**src/rtl/rs_issue_arbiter.sv**
```systemverilog
// rs_issue_arbiter
//   Issue scheduler between the ALU reservation station and its two execute
//   units: ALU (rs_acu=0, unit 0) and CMP/ACU (rs_acu=1, unit 1). Each cycle
//   every unit whose registered issue slot is free picks one ready RS entry
//   round-robin and loads it into the slot. It then holds the slot under a
//   valid/ready handshake. issued_mask tracks entries from grant until their
//   result broadcast (rs_clear), so that no entry is issued twice.
//
// Ports
//   clk, rst_n                  clock, asynchronous active-low reset
//   flush_valid                 kills both slots and the in-flight mask
//   rs_ready/rs_acu/rs_clear    per-entry ready, unit select, broadcast free
//   alu_issue_valid/idx/ready   ALU issue slot handshake
//   cmp_issue_valid/idx/ready   CMP issue slot handshake
//   issued_mask                 entries issued and not yet cleared
//
// Configuration
//   RS_ISSUE_PERF_EN  adds the saturating counters alu_issue_cnt,
//                     cmp_issue_cnt and stall_cnt
module rs_issue_arbiter #(
    parameter  int unsigned SIZE  = 8,
    localparam int unsigned IDX_W = $clog2(SIZE)
) (
    input  logic             clk,
    input  logic             rst_n,
    input  logic             flush_valid,
    input  logic [SIZE-1:0]  rs_ready,
    input  logic [SIZE-1:0]  rs_acu,
    input  logic [SIZE-1:0]  rs_clear,
    output logic             alu_issue_valid,
    output logic [IDX_W-1:0] alu_issue_idx,
    input  logic             alu_issue_ready,
    output logic             cmp_issue_valid,
    output logic [IDX_W-1:0] cmp_issue_idx,
    input  logic             cmp_issue_ready,
    output logic [SIZE-1:0]  issued_mask
`ifdef RS_ISSUE_PERF_EN
    ,
    output logic [31:0]      alu_issue_cnt,
    output logic [31:0]      cmp_issue_cnt,
    output logic [31:0]      stall_cnt
`endif
);

    localparam int unsigned NU = 2;

    // Slot state per unit (0 = ALU, 1 = CMP), shared in-flight mask
    logic [NU-1:0]    r_valid;
    logic [IDX_W-1:0] r_idx [NU];
    logic [IDX_W-1:0] r_ptr [NU];
    logic [SIZE-1:0]  r_mask;

    logic [NU-1:0]    w_ready;
    logic [NU-1:0]    w_free;
    logic [NU-1:0]    w_drop;
    logic [NU-1:0]    w_found;
    logic [IDX_W-1:0] w_gnt [NU];
    logic [SIZE-1:0]  w_cand [NU];
    logic [SIZE-1:0]  w_gnt_mask;

    // Candidate selection and round-robin grant for both units
    always_comb begin
        w_ready    = {cmp_issue_ready, alu_issue_ready};
        w_gnt_mask = '0;
        for (int u = 0; u < NU; u++) begin
            w_cand[u]  = rs_ready & ~r_mask & ~rs_clear & ((u == 0) ? ~rs_acu : rs_acu);
            w_free[u]  = ~r_valid[u] | w_ready[u];
            // A stalled slot whose entry got broadcast-freed is withdrawn
            w_drop[u]  = r_valid[u] & ~w_ready[u] & rs_clear[r_idx[u]];
            w_found[u] = 1'b0;
            w_gnt[u]   = '0;
            // Scan from the pointer; the IDX_W-bit sum wraps modulo SIZE
            for (int k = 0; k < int'(SIZE); k++) begin
                if (!w_found[u] && w_cand[u][r_ptr[u] + IDX_W'(k)]) begin
                    w_found[u] = 1'b1;
                    w_gnt[u]   = r_ptr[u] + IDX_W'(k);
                end
            end
            if (w_free[u] && w_found[u]) begin
                w_gnt_mask[w_gnt[u]] = 1'b1;
            end
        end
    end

    // Slot, pointer and in-flight mask registers
    always_ff @(posedge clk or negedge rst_n) begin
        if (!rst_n) begin
            r_valid <= '0;
            r_mask  <= '0;
            for (int u = 0; u < NU; u++) begin
                r_idx[u] <= '0;
                r_ptr[u] <= '0;
            end
        end else if (flush_valid) begin
            // Flush wins over grant, accept and clear; pointers are kept
            r_valid <= '0;
            r_mask  <= '0;
        end else begin
            r_mask <= (r_mask & ~rs_clear) | w_gnt_mask;
            for (int u = 0; u < NU; u++) begin
                if (w_free[u] && w_found[u]) begin
                    r_valid[u] <= 1'b1;
                    r_idx[u]   <= w_gnt[u];
                    r_ptr[u]   <= w_gnt[u] + IDX_W'(1);
                end else if (w_free[u] || w_drop[u]) begin
                    r_valid[u] <= 1'b0;
                end
            end
        end
    end

    assign alu_issue_valid = r_valid[0];
    assign alu_issue_idx   = r_idx[0];
    assign cmp_issue_valid = r_valid[1];
    assign cmp_issue_idx   = r_idx[1];
    assign issued_mask     = r_mask;

`ifdef RS_ISSUE_PERF_EN
    logic [31:0] r_alu_cnt;
    logic [31:0] r_cmp_cnt;
    logic [31:0] r_stall_cnt;

    // Saturating performance counters; flush does not clear them
    always_ff @(posedge clk or negedge rst_n) begin
        if (!rst_n) begin
            r_alu_cnt   <= '0;
            r_cmp_cnt   <= '0;
            r_stall_cnt <= '0;
        end else begin
            if (r_valid[0] && alu_issue_ready && !(&r_alu_cnt)) begin
                r_alu_cnt <= r_alu_cnt + 32'd1;
            end
            if (r_valid[1] && cmp_issue_ready && !(&r_cmp_cnt)) begin
                r_cmp_cnt <= r_cmp_cnt + 32'd1;
            end
            if ((|(r_valid & ~w_ready)) && !(&r_stall_cnt)) begin
                r_stall_cnt <= r_stall_cnt + 32'd1;
            end
        end
    end

    assign alu_issue_cnt = r_alu_cnt;
    assign cmp_issue_cnt = r_cmp_cnt;
    assign stall_cnt     = r_stall_cnt;
`endif

endmodule

```
**config.mk**
```make
export PLATFORM = sky130hd
export DESIGN_NAME = rs_issue_arbiter
export DESIGN_NICKNAME = d
export VERILOG_FILES = /design/src/rtl/rs_issue_arbiter.sv
export SDC_FILE = /design/constraint.sdc
export NUM_CORES = 1
export LEC_CHECK = 0
export CAP_MARGIN = 0
export CORE_MARGIN = 2
export CORE_UTILIZATION = 43
export DETAILED_ROUTE_END_ITERATION = 8
export PLACE_DENSITY_LB_ADDON = 0.2
export SETUP_SLACK_MARGIN = 0.02
export SYNTH_ARGS = -nofsm -noshare
export SYNTH_HDL_FRONTEND = slang
export SYNTH_SLANG_ARGS = --single-unit
```
**constraint.sdc**
```tcl
create_clock -name clk -period 4.4 [get_ports clk]
set_input_delay 0.88 -clock clk [delete_from_list [all_inputs] [get_ports clk]]
set_output_delay 0.88 -clock clk [all_outputs]
set_load 0.02 [all_outputs]
```
==> out/results.tsv <==
stage	metric	value	unit
cts	cts-buffers-inserted	3	
cts	hold_buffers	0	
synth	yosys-top-cells-area	dfrtp_1 (17%), mux4_2 (12%), mux2i_1 (4.9%)	
pwr	peakVddDrop	445.3	uV
synth	syn_avg_cell_area	9.497	um2
cells_and_area	area_growth	23.54	%
routing	first_pass_iters	6	
sta	timing.fmax	242.6	MHz
floorplanning	die_w	90.91	um
routing	routed-via-count	3202	
worst_setup_path	critical_path_class	in -> reg	
floorplanning	core	7292	um2
grt	grt_pass1_vias	3050	
cts	htreeDepth	1	
synth	synth_cells	342	
cts	path_clk_slew	80	ps
cts	clkLatencyLatePin	270	ps
worst_setup_path	critPathLaunchType	primary input	
cts	tritoncts	yes	
synth	yosys.area.top_type	dfrtp_1	
cells_and_area	layout-drive-gt1-share	0.2285	
sta	worst_slew_pin_slew	980.7	ps
worst_setup_path	worst_setup_path_end_kind	flip-flop	
pwr	power.density	803.4	nW/um2
sta	setup_viol	0	
worst_hold_path	min_path_cells	2	
routing	drc	0	
placement	place_area	3958	um2
routing	avgViaCountPerCell	6.328	
routing	drtAntennaViolNets	0	
routing	drt_iter0_drc	284	
worst_setup_path	arrival	4280	ps
cells_and_area	mostFrequentLayoutCells	clkdlybuf4s50_1 (44), nand2_1 (35), nor2_1 (29)	
floorplanning	start_util	0.4454	
sta	hold_viol	0	
cts	clockBufferDepth	2	
synth	postSynth.asyncResetShare	1.000	
floorplanning	row_count	31	
worst_hold_path	hold_class	reg -> reg	
floorplanning	dieHeight	90.91	um
synth	synth_top_cell_area_share	0.1695	
sta	tns	0	ps
cts	cts.sinks	22	
sta	slew-limit-headroom	0.3442	
routing	wire_per_inst	18.63	um
routing	wl	9.427	mm
sta	clock_skew	1.968	ps
sta	finalCriticalPeriod	4121	ps
placement	place_congestion	0.9455	
grt	grt_max_degree	23	
cells_and_area	layout.cells.most_common	clkdlybuf4s50_1	
sta	finalMaxSlewViolations	0	
synth	synth_edf_count	0	
synth	ys_ff_latch	22	
pwr	p_total	3.224	mW
synth	syn_nets	376	
cells_and_area	n_antenna_cell	0	
cts	postCtsResizedCells	0	
grt	overflow	0	
sta	fin_crit_sh	0.9367	
synth	syn_area	3248	um2
grt	antenna_found_initial	0	
worst_setup_path	crit_fanout	5	
cells_and_area	num-nets-final	442	
synth	synthFlopType	dfrtp_1	
sta	setup_ws	278.7	ps
synth	synth-seq-area-share	0.1695	
worst_setup_path	r2r_cells	11	
run_status	status	finished clean	
placement	io_buffer_count	44	
placement	dpl.hpwl	7.631	mm
floorplanning	die_area	8265	um2
cts	cts-root-buf	clkbuf_8	
sta	rsz0062_at_grt	false	
synth	yosysWarnings	0	
floorplanning	io_pins	45	
placement	post-place-ws	8.632	ps
synth	ys_types	96	
worst_setup_path	cp.required	4560	ps
pwr	cellLeakagePower	1.583	nW
cts	cts_setup_buffers	0	
grt	grt_pass1_wl	15.44	mm
grt	track_usage	0.2283	
cells_and_area	design_area	4013	um2
flow_run	drv_cap	0	
## layout make-up
| class | instances | area [um2] |
|---|---|---|
| Inverter | 12 | 45.04 |
| Tap cell | 99 | 123.9 |
| Multi-Input combinational cell | 297 | 2575 |
| Sequential cell | 22 | 550.5 |
| Timing Repair Buffer | 72 | 663.1 |
| Fill cell | 677 | 3279 |
| Clock buffer | 4 | 55.05 |
## kinds of logic (layout without fill, tap and decap cells)
group	Yosys count	in the layout	synth area share
AND/OR/NAND/NOR	144	144	0.2847
AO/OA/AOI/OAI	96	96	0.2542
multiplexers	42	42	0.2076
buffers and inverters	23	88	0.03775
flip-flops	22	22	0.1695
XOR/XNOR	10	10	0.02696
adder cells (fa/ha/maj)	5	5	0.01926
## power by group
part | internal [mW] | switching [mW]
sequential | 0.289 | 0.122
clock | 0.0799 | 0.0673
combinational | 1.23 | 1.43
total | 1.60 | 1.62
## through the flow
stage	util	hold WS [ps]	instances
global route	0.5503	569.2	506
detailed placement	0.5427	523.9	502
CTS	0.5503	551.2	506
global placement	0.5427	518.5	502
floorplan	-	584.4	342
finish	0.5503	546.7	506
## critical path: stages
cell and delay, ps:
clkdlybuf4s50_1 610, and4bb_1 270, mux4_2 480, buf_4 170, a21oi_4 150, a32oi_2 170
or4b_4 600, o2111a_2 320, nor2_1 140, ha_1 240, mux2_2 250
## synth_stat cells (7+ instances only)
| library cell | number |
|---|---|
| a21oi_1 | 9 |
| dfrtp_1 | 22 |
| inv_1 | 8 |
| mux2i_1 | 16 |
| mux4_2 | 17 |
| nand2_1 | 35 |
| nand3_1 | 7 |
| nor2_1 | 29 |
| nor3b_1 | 7 |
| nor4b_1 | 9 |
| o211ai_1 | 9 |
| o21ai_0 | 13 |
## sequential cells by signal (all words and copies together), names as in the netlist
name and count:
issued_mask 8, r_ptr 6, alu_issue_idx 3, cmp_issue_idx 3
r_valid 2
## metal layers
| layer | vias to the layer above | GRT usage | share of wire |
|---|---|---|---|
| met5 | - | 0 | 0 |
| met1 | 1526 | 0.3501 | 0.47 |
| met3 | 11 | 0.02170 | 0.079 |
| li1 | 1516 | - | - |
| met4 | 0 | 0.04924 | 0.0097 |
| met2 | 149 | 0.3483 | 0.44 |
## worst paths after layout
| path | from | endpoint | slack, ps |
|---|---|---|---|
| min in group asynchronous | rst_n | cmp_issue_idx[1] | 1150 |
| worst min register to register | alu_issue_idx[2] | alu_issue_idx[2] | 550 |
| worst min-delay path | alu_issue_idx[2] | alu_issue_idx[2] | 550 |
| worst max register to register | r_ptr[0] | r_ptr[1] | 330 |
| max in group asynchronous | rst_n | alu_issue_idx[2] | 2660 |
| worst max-delay path | rs_clear[6] | r_ptr[1] | 280 |
Power figures use the tool's default switching activity.
